**config.mk**
```make
export PLATFORM = sky130hd
export DESIGN_NAME = mul_responder_flat
export DESIGN_NICKNAME = d
export VERILOG_FILES = /design/src/rtl/mul_responder_pkg.sv /design/src/rtl/mul_responder_if.sv /design/src/rtl/mul_responder_step.sv /design/src/rtl/mul_responder.sv /design/src/flat_wrapper.sv
export SDC_FILE = /design/constraint.sdc
export NUM_CORES = 1
export LEC_CHECK = 0
export CAP_MARGIN = 10
export CORE_UTILIZATION = 30
export DETAILED_ROUTE_END_ITERATION = 8
export SLEW_MARGIN = 25
export SYNTH_ARGS = -nofsm -noshare
export SYNTH_HDL_FRONTEND = slang
export SYNTH_SLANG_ARGS = --single-unit
```
**constraint.sdc**
```tcl
create_clock -name clk -period 5.4 [get_ports clk]
set_input_delay 1.35 -clock clk [delete_from_list [all_inputs] [get_ports clk]]
set_output_delay 1.35 -clock clk [all_outputs]
set_load 0.01 [all_outputs]
```
**src/rtl/mul_responder_pkg.sv**
```systemverilog
// Shared types, default sizes and the elaboration check helper for the
// sequential shift-add multiplier responder.
package mul_responder_pkg;

    typedef enum logic [1:0] {
        IDLE = 2'd0,
        BUSY = 2'd1,
        DONE = 2'd2
    } state_t;

    localparam int DEF_WIDTH = 64;
    localparam int DEF_BPC   = 1;
    localparam int DEF_ID_W  = 4;

    // Chunk size must be a supported power of two that tiles the operand exactly.
    function automatic bit legal_bpc(input int width, input int bpc);
        return ((bpc == 1) || (bpc == 2) || (bpc == 4) || (bpc == 8)) && ((width % bpc) == 0);
    endfunction

endpackage

```
**src/rtl/mul_responder_if.sv**
```systemverilog
// Request/response bundle between a multiply requester (master) and the
// responder (slave). MUL_RESPONDER_HI_EN adds the upper product half.
interface mul_responder_if
    import mul_responder_pkg::*;
#(
    parameter int WIDTH = DEF_WIDTH,
    parameter int ID_W  = DEF_ID_W
);
    logic             req_valid;
    logic             req_ready;
    logic [WIDTH-1:0] req_a;
    logic [WIDTH-1:0] req_b;
    logic [ID_W-1:0]  req_id;
    logic             rsp_valid;
    logic             rsp_ready;
    logic [WIDTH-1:0] rsp_result;
`ifdef MUL_RESPONDER_HI_EN
    logic [WIDTH-1:0] rsp_result_hi;
`endif
    logic [ID_W-1:0]  rsp_id;

    modport master (
        output req_valid, req_a, req_b, req_id, rsp_ready,
`ifdef MUL_RESPONDER_HI_EN
        input  rsp_result_hi,
`endif
        input  req_ready, rsp_valid, rsp_result, rsp_id
    );

    modport slave (
        input  req_valid, req_a, req_b, req_id, rsp_ready,
`ifdef MUL_RESPONDER_HI_EN
        output rsp_result_hi,
`endif
        output req_ready, rsp_valid, rsp_result, rsp_id
    );

endinterface

```
**src/rtl/mul_responder_step.sv**
```systemverilog
// One compute step of the shift-add multiplier: adds the partial products of
// a BPC-bit multiplier chunk into the accumulator (modulo 2^DW).
module mul_responder_step #(
    parameter int DW  = 64,
    parameter int BPC = 1
) (
    input  logic [DW-1:0]  acc,
    input  logic [DW-1:0]  a_shifted,
    input  logic [BPC-1:0] b_chunk,
    output logic [DW-1:0]  acc_next
);

    logic [DW-1:0] pp [BPC];

    generate
        for (genvar gi = 0; gi < BPC; gi++) begin : g_pp
            assign pp[gi] = b_chunk[gi] ? (a_shifted << gi) : '0;
        end
    endgenerate

    always_comb begin
        acc_next = acc;
        for (int i = 0; i < BPC; i++) begin
            acc_next = acc_next + pp[i];
        end
    end

endmodule

```
**src/rtl/mul_responder.sv**
```systemverilog
// Sequential shift-add multiplier responder: accepts an operand pair, spends
// WIDTH/BITS_PER_CYCLE cycles accumulating, then holds the result until taken.
// Define MUL_RESPONDER_HI_EN to also return the upper half of the product.
module mul_responder
    import mul_responder_pkg::*;
#(
    parameter int WIDTH          = DEF_WIDTH,
    parameter int BITS_PER_CYCLE = DEF_BPC,
    parameter int ID_W           = DEF_ID_W
) (
    input  logic              clk,
    input  logic              rst_n,
    mul_responder_if.slave    bus,
    output logic              busy
);

    localparam int N     = WIDTH / BITS_PER_CYCLE;
    localparam int CNT_W = (N > 1) ? $clog2(N) : 1;
`ifdef MUL_RESPONDER_HI_EN
    localparam int DW = 2 * WIDTH;
`else
    localparam int DW = WIDTH;
`endif

    generate
        if (!legal_bpc(WIDTH, BITS_PER_CYCLE)) begin : g_bad_bpc
            $error("mul_responder: BITS_PER_CYCLE must be 1/2/4/8 and divide WIDTH");
        end
    endgenerate

    state_t           state_reg;
    logic [DW-1:0]    acc_reg;
    logic [DW-1:0]    a_sh_reg;
    logic [WIDTH-1:0] b_reg;
    logic [CNT_W-1:0] cnt_reg;
    logic [ID_W-1:0]  id_reg;
    logic [DW-1:0]    acc_next;
    logic             req_ready_int;
    logic             accept;

    mul_responder_step #(
        .DW  (DW),
        .BPC (BITS_PER_CYCLE)
    ) u_step (
        .acc       (acc_reg),
        .a_shifted (a_sh_reg),
        .b_chunk   (b_reg[BITS_PER_CYCLE-1:0]),
        .acc_next  (acc_next)
    );

    // In DONE a new request may be taken in the same cycle the result leaves.
    assign req_ready_int = (state_reg == IDLE) || ((state_reg == DONE) && bus.rsp_ready);
    assign accept        = bus.req_valid && req_ready_int;
    assign bus.req_ready = req_ready_int;
    assign busy          = (state_reg != IDLE);

    always_ff @(posedge clk or negedge rst_n) begin
        if (!rst_n) begin
            state_reg      <= IDLE;
            acc_reg        <= '0;
            a_sh_reg       <= '0;
            b_reg          <= '0;
            cnt_reg        <= '0;
            id_reg         <= '0;
            bus.rsp_valid  <= 1'b0;
            bus.rsp_result <= '0;
            bus.rsp_id     <= '0;
`ifdef MUL_RESPONDER_HI_EN
            bus.rsp_result_hi <= '0;
`endif
        end else begin
            case (state_reg)
                IDLE: ;
                BUSY: begin
                    acc_reg  <= acc_next;
                    a_sh_reg <= a_sh_reg << BITS_PER_CYCLE;
                    b_reg    <= b_reg >> BITS_PER_CYCLE;
                    if (cnt_reg == '0) begin
                        state_reg      <= DONE;
                        bus.rsp_valid  <= 1'b1;
                        bus.rsp_result <= acc_next[WIDTH-1:0];
                        bus.rsp_id     <= id_reg;
`ifdef MUL_RESPONDER_HI_EN
                        bus.rsp_result_hi <= acc_next[DW-1:WIDTH];
`endif
                    end else begin
                        cnt_reg <= cnt_reg - 1'b1;
                    end
                end
                DONE: begin
                    if (bus.rsp_ready) begin
                        bus.rsp_valid <= 1'b0;
                        state_reg     <= IDLE;
                    end
                end
                default: state_reg <= IDLE;
            endcase

            // A capture overrides the IDLE/DONE transition above.
            if (accept) begin
                state_reg <= BUSY;
                acc_reg   <= '0;
                a_sh_reg  <= DW'(bus.req_a);
                b_reg     <= bus.req_b;
                id_reg    <= bus.req_id;
                cnt_reg   <= CNT_W'(N - 1);
            end
        end
    end

endmodule

```
**src/flat_wrapper.sv**
```systemverilog
// flat-port wrapper written by rule: the top's interface ports become plain ports
module mul_responder_flat import mul_responder_pkg::*;
#(
    parameter int WIDTH          = DEF_WIDTH,
    parameter int BITS_PER_CYCLE = DEF_BPC,
    parameter int ID_W           = DEF_ID_W
)
  (clk, rst_n, busy, bus_req_valid, bus_req_a, bus_req_b, bus_req_id, bus_rsp_ready, bus_req_ready, bus_rsp_valid, bus_rsp_result, bus_rsp_id);
  mul_responder_if #(.WIDTH(WIDTH), .ID_W(ID_W)) bus_i ();
  input  logic clk;
  input  logic rst_n;
  output logic busy;
  input wire logic [$bits(bus_i.req_valid)-1:0] bus_req_valid;
  input wire logic [$bits(bus_i.req_a)-1:0] bus_req_a;
  input wire logic [$bits(bus_i.req_b)-1:0] bus_req_b;
  input wire logic [$bits(bus_i.req_id)-1:0] bus_req_id;
  input wire logic [$bits(bus_i.rsp_ready)-1:0] bus_rsp_ready;
  output wire logic [$bits(bus_i.req_ready)-1:0] bus_req_ready;
  output wire logic [$bits(bus_i.rsp_valid)-1:0] bus_rsp_valid;
  output wire logic [$bits(bus_i.rsp_result)-1:0] bus_rsp_result;
  output wire logic [$bits(bus_i.rsp_id)-1:0] bus_rsp_id;
  assign bus_i.req_valid = bus_req_valid;
  assign bus_i.req_a = bus_req_a;
  assign bus_i.req_b = bus_req_b;
  assign bus_i.req_id = bus_req_id;
  assign bus_i.rsp_ready = bus_rsp_ready;
  assign bus_req_ready = bus_i.req_ready;
  assign bus_rsp_valid = bus_i.rsp_valid;
  assign bus_rsp_result = bus_i.rsp_result;
  assign bus_rsp_id = bus_i.rsp_id;
  mul_responder #(.WIDTH(WIDTH), .BITS_PER_CYCLE(BITS_PER_CYCLE), .ID_W(ID_W)) u_core (.clk(clk), .rst_n(rst_n), .bus(bus_i), .busy(busy));
endmodule
```
==> impl_metrics.json, run 1 <==
{
  "fp.coreArea_mm2": 0.04936,
  "place_area_mm2": 0.01783,
  "grt_pass1_vias": 13010,
  "multi_input_area_mm2": 0.007861,
  "syn_area_per_cell_um2": 8.897,
  "finalSetupViolCount": 0,
  "worstSetupPathType": "reg2reg",
  "rsz0062_at_grt": "false",
  "worstSetupEndpointType": "flop",
  "synthMostInstantiatedCell": "nand2_1",
  "ys_ff_latch": 273,
  "antenna_found_initial": 0,
  "synthArstFlopShare_pct": 100.0,
  "cap_violations": 0,
  "dieArea_mm2": 0.05141,
  "min-delay-start": "u_core.id_reg[2]",
  "io_buffers": 206,
  "die_w_um": 226.7,
  "cts_tree": "built",
  "timing.rr.start": "u_core.b_reg[0]",
  "hpwl_um": 31600,
  "min_period_ns": 4.093,
  "p_per_area_mw_per_mm2": 566.0,
  "dr.pass1.iters": 5,
  "drtIter0Drc": 814,
  "synth_top_family_by_area": "simple AND/OR/NAND/NOR gates",
  "yosys.area_share.xor_xnor_pct": 3.741,
  "die_y_um": 226.7,
  "synthAdderAreaFrac_pct": 5.417,
  "grt_pass1_wl_um": 71900,
  "drc_errors": 0,
  "ant_nets": 0,
  "synth_seq_area_share_pct": 45.09,
  "fin_crit_sh_pct": 75.80,
  "final-seq-area_mm2": 0.006832,
  "synthFlopType": "dfrtp_1",
  "insertion_delay_ns": 0.55,
  "stdcell_area_mm2": 0.01894,
  "overflow": 0,
  "yosysWarnings": 0,
  "worstMarginPinSlew_ns": 0.8820,
  "ys_top_cells_by_count": "nand2_1, dfrtp_1, a22oi_1, a21oi_1, clkbuf_1",
  "hold_slack_ns": 0.4663,
  "netlist_area_mm2": 0.01515,
  "synth_compound_area_share_pct": 20.25,
  "path_clk_slew_ns": 0.06,
  "routabilityCongestion": 0.8893,
  "synth_fp_nets": 1904,
  "numCtsBuffers": 34,
  "nFillCells": 5012,
  "h-tree-depth": 2,
  "hold_viol": 0,
  "fmax_mhz": 244.3,
  "num-nets-final": 2052,
  "synth_edf_count": 0,
  "syn_inst": 1703,
  "clockBufferDepth": 3,
  "synthMuxAreaShare_pct": 1.833,
  "vias": 12880,
  "row_count": 81,
  "avgViaCountPerCell": 5.072,
  "drt-wirelength-per-cell_um": 17.73,
  "cts-resized-gates": 0,
  "critPathLaunch": "u_core.b_reg[0]",
  "arrival_ns": 4.51,
  "relSlewSlack_pct": 39.68,
  "num_io_pins": 207,
  "ctsHoldBuffers": 0,
  "drive_above_1_share_pct": 5.867,
  "synthTopCellsByArea": "dfrtp_1, nand2_1, a22oi_1",
  "yosys.area.top_type": "dfrtp_1",
  "worstPathRequired_ns": 5.82,
  "fin_setup_tns_ns": 0,
  "startpoint_type": "flop",
  "fin_util_pct": 38.38,
  "worst_clock_skew_ns": 0.03137,
  "area_growth_pct": 25.01,
  "num_antenna_cells": 0,
  "crit_fanout": 49,
  "p_leak_nw": 8.583,
  "routed_wl_um": 45020,
  "status": "complete, no violations",
  "slew_violations": 0,
  "yosys.area_share.simple_pct": 20.45,
  "start_util_pct": 30.70,
  "synth_top_area_share_pct": 45.09,
  "grt_max_degree": 181,
  "clockRootBuffer": "clkbuf_16",
  "synth.distinct_cells": 69,
  "hp-class": "reg2reg",
  "vdd_ir_drop_max_uv": 207.9,
  "post_cts_buffers": 0,
  "cts_sinks": 273,
  "grt_usage_pct": 17.62
}
## final timing paths
check | endpoint | slack (ns) | depth (start not counted)
setup / recovery | u_core.bus.rsp_result[63] | 1.31 | 12
hold / removal | u_core.bus.rsp_id[2] | 0.47 | 2
setup reg to reg | u_core.bus.rsp_result[63] | 1.31 | 12
hold reg to reg | u_core.bus.rsp_id[2] | 0.47 | 2
max in group asynchronous | u_core.b_reg[29] | 3.47 | 2
min in group asynchronous | u_core.bus.rsp_result[30] | 0.91 | 1
## routing by layer
| metal | global-route usage, % | up-vias | wire (µm) |
|---|---|---|---|
| li1 | - | 6309 | - |
| met1 | 23.17 | 6225 | 20120 |
| met2 | 28.90 | 295 | 21320 |
| met3 | 4.017 | 49 | 2735 |
| met4 | 4.664 | 0 | 848 |
| met5 | 0 | - | 0 |
## power by group
| group | internal, mW | switching, mW | total (mW) |
|---|---|---|---|
| clock | 1.38 | 0.917 | 2.30 |
| sequential | 2.81 | 0.529 | 3.34 |
| combinational | 2.11 | 2.97 | 5.08 |
## cell usage in the layout, fill, tap and decap left out, types with 7 or more instances in the layout
cell type,Yosys,routed
a21o_1,19,19
a21oi_1,93,93
a22o_1,44,44
a22oi_1,128,128
a31oi_1,8,8
and2_1,68,67
clkbuf_1,90,8
clkbuf_16,0,35
clkbuf_8,0,7
clkdlybuf4s50_1,0,205
dfrtp_1,273,273
ha_1,64,64
inv_1,19,19
mux2_2,22,22
nand2_1,461,459
nand3_1,29,29
nand4_1,22,22
nor2_1,58,56
nor3_1,19,19
o211ai_1,10,10
o21ai_0,70,70
o21bai_1,15,15
o31ai_1,9,9
or3_1,7,7
xnor2_1,37,37
xor2_1,25,25
## stage by stage
stage                     setup slack, ns  cells  power, mW
after floorplan                     2.011   1703      7.004
after global placement              1.381   2479      8.337
after detailed placement            1.299   2479      8.444
after CTS                           1.297   2539      10.82
after global routing               0.9061   2539      11.58
final                               1.307   2539      10.72
## cell families (layout without fill, tap and decap cells)
kind of cell	after synthesis	in the layout
AO/OA/AOI/OAI	447	447
XOR/XNOR	63	63
adder cells (fa/ha/maj)	65	65
buffers and inverters	125	297
flip-flops	273	273
multiplexers	25	25
AND/OR/NAND/NOR	705	705
## worst max-delay path, cell delays in order, from the launching register on
cell and delay, ns:
dfrtp_1 0.56, buf_12 0.27, and2_1 0.16, ha_1 0.42
and3_1 0.25, nor4b_1 0.29, o21ai_1 0.11, a31oi_1 0.28
o21bai_1 0.27, o41ai_4 0.54, a31oi_1 0.30, xor3_1 0.25
mux2_2 0.26
## final cells by class
class	count	share of cell area, %
clock inverter	10	0.5945
timing repair buffer	218	11.78
tap	664	4.386
inverter	19	0.3765
sequential	273	36.07
multi-input combinational	1305	41.50
clock buffer	50	5.291
Power figures use the tool's default switching activity.
==> run 2: changes to the inputs <==
- clock period: 5.4 -> 4.2 ns (I/O delays scaled with it)
==> impl_metrics.json, run 2 (synthesis gave the netlist of run 1 again) <==
{
  "worstMarginPinSlew_ns": 0.9224,
  "drive_above_1_share_pct": 6.723,
  "slew_violations": 0,
  "timing.rr.start": "u_core.b_reg[0]",
  "startpoint_type": "flop",
  "hp-class": "reg2reg",
  "cap_violations": 0,
  "worstSetupPathType": "reg2reg",
  "critPathLaunch": "u_core.b_reg[0]",
  "die_y_um": 226.7,
  "cts_tree": "built",
  "area_growth_pct": 25.76,
  "dieArea_mm2": 0.05141,
  "p_leak_nw": 8.650,
  "routed_wl_um": 45310,
  "relSlewSlack_pct": 36.92,
  "path_cells": "buf_4, and2_1, ha_1, a21oi_1, a2111oi_0, o21ai_1, a21oi_1, o41ai_2, buf_4, a21oi_1, a221oi_1, xnor2_1, mux2_2",
  "die_w_um": 226.7,
  "worstSetupEndpointType": "flop",
  "hold_slack_ns": 0.4707,
  "clockRootBuffer": "clkbuf_16",
  "worst_r2r_path_depth": 13,
  "min-delay-start": "u_core.id_reg[1]",
  "post_cts_buffers": 0,
  "routabilityCongestion": 0.9017,
  "r2r_end": "u_core.bus.rsp_result[61]",
  "clockBufferDepth": 3,
  "r2r_slack_ns": 0.26,
  "pre_cts_ws_ns": 0.01801,
  "grt_pass1_vias": 13140,
  "critPathSlowestCell": "xnor2_1",
  "worst_clock_skew_ns": 0.01756,
  "overflow": 0,
  "row_count": 81,
  "status": "complete, no violations",
  "io_buffers": 206,
  "num-nets-final": 2064,
  "start_util_pct": 30.70,
  "fmax_mhz": 254.1,
  "min_period_ns": 3.936,
  "whs_path_depth": 2,
  "drc_errors": 0,
  "numCtsBuffers": 34,
  "grt_max_degree": 136,
  "path_clk_slew_ns": 0.06,
  "whs_endpoint": "u_core.bus.rsp_id[1]",
  "crit_fanout": 32,
  "drt-wirelength-per-cell_um": 17.74,
  "avgViaCountPerCell": 5.099,
  "dr.pass1.iters": 5,
  "final-seq-area_mm2": 0.006832,
  "multi_input_area_mm2": 0.007869,
  "antenna_found_initial": 0,
  "num_io_pins": 207,
  "arrival_ns": 4.42,
  "drtIter0Drc": 781,
  "final_cell_mix": "nand2_1, dfrtp_1, clkdlybuf4s50_1, a22oi_1, a21oi_1",
  "final_common_cell": "nand2_1",
  "insertion_delay_ns": 0.54,
  "slowest_delay_ns": 0.52,
  "fin_crit_sh_pct": 93.72,
  "fp.coreArea_mm2": 0.04936,
  "vias": 13020,
  "rsz0062_at_grt": "false",
  "ant_nets": 0,
  "fin_setup_tns_ns": 0,
  "nFillCells": 4965,
  "vdd_ir_drop_max_uv": 299.9,
  "cts_sinks": 273,
  "hpwl_um": 32270,
  "h-tree-depth": 2,
  "grt_pass1_wl_um": 72310,
  "p_per_area_mw_per_mm2": 724.2,
  "finalWorstSetupSlack_ns": 0.2638,
  "finalSetupViolCount": 0,
  "hold_viol": 0,
  "grt_usage_pct": 17.79,
  "worstPathRequired_ns": 4.68,
  "timing.critical_path.mode_cell": "a21oi_1"
}
run 2: cell count changes in the layout (fill, tap and decap cells not counted), moves of 2 or more:
cell,change
buf_4,+12
bufinv_16,-2
clkbuf_16,+2
clkbuf_1,-2
clkinv_4,+3
run 2: routing by layer:
layer / GRT usage [%] / part of all wire (%) / up-vias
li1: - / - / 6331
met1: 23.33 / 45 / 6322
met2: 29.38 / 47 / 313
met3: 3.667 / 5.9 / 58
met4: 5.166 / 2.1 / 0
met5: 0 / 0 / -
run 2: worst max-delay path, delay by kind of cell, from the launching register on:
family	cells	cell delay (ns)
AO/OA/AOI/OAI	7	1.77
XOR/XNOR	1	0.52
adder cells (fa/ha/maj)	1	0.37
buffers and inverters	2	0.40
flip-flops	1	0.37
multiplexers	1	0.26
AND/OR/NAND/NOR	1	0.17
run 2: how the worst max path moves through the flow:
stage / endpoint / slack [ns]
after floorplan: u_core.bus.rsp_result[60] / 0.81
after global placement: u_core.bus.rsp_result[61] / 0.05
after detailed placement: u_core.bus.rsp_result[61] / 0.02
after CTS: u_core.bus.rsp_result[61] / 0.25
after global routing: u_core.bus.rsp_result[59] / 0.05
final: u_core.bus.rsp_result[61] / 0.26
run 2: what timing repair did:
action	CTS	global route
hold buffers	0	0
resized for setup	1	0
endpoints found under the setup margin	2	0
endpoints found under the hold margin	0	0
run 2: through the flow:
stage | area, µm² | std cells | total power, mW | util [%]
CTS | 19050 | 2553 | 13.92 | 38.60
floorplan | 15150 | 1703 | 9.005 | -
detailed placement | 17910 | 2491 | 10.87 | 36.30
global route | 19050 | 2553 | 14.89 | 38.60
global placement | 17910 | 2491 | 10.74 | 36.30
finish | 19050 | 2554 | 13.80 | 38.61
run 2: final cells by class:
cell class / count / share of cell area (%)
Antenna cell: 1 / 0.01313
Clock buffer: 50 / 5.483
Clock inverter: 12 / 0.4334
Inverter: 19 / 0.3743
Multi-Input combinational cell: 1305 / 41.30
Sequential cell: 273 / 35.85
Tap cell: 664 / 4.360
Timing Repair Buffer: 230 / 12.19
run 2: where the power goes:
part	total (mW)	leakage, nW	internal, mW	switching, mW
sequential	4.29	3.45	3.62	0.668
clock	2.95	0.550	1.74	1.21
combinational	6.56	4.65	2.73	3.83
total	13.8	8.65	8.09	5.71
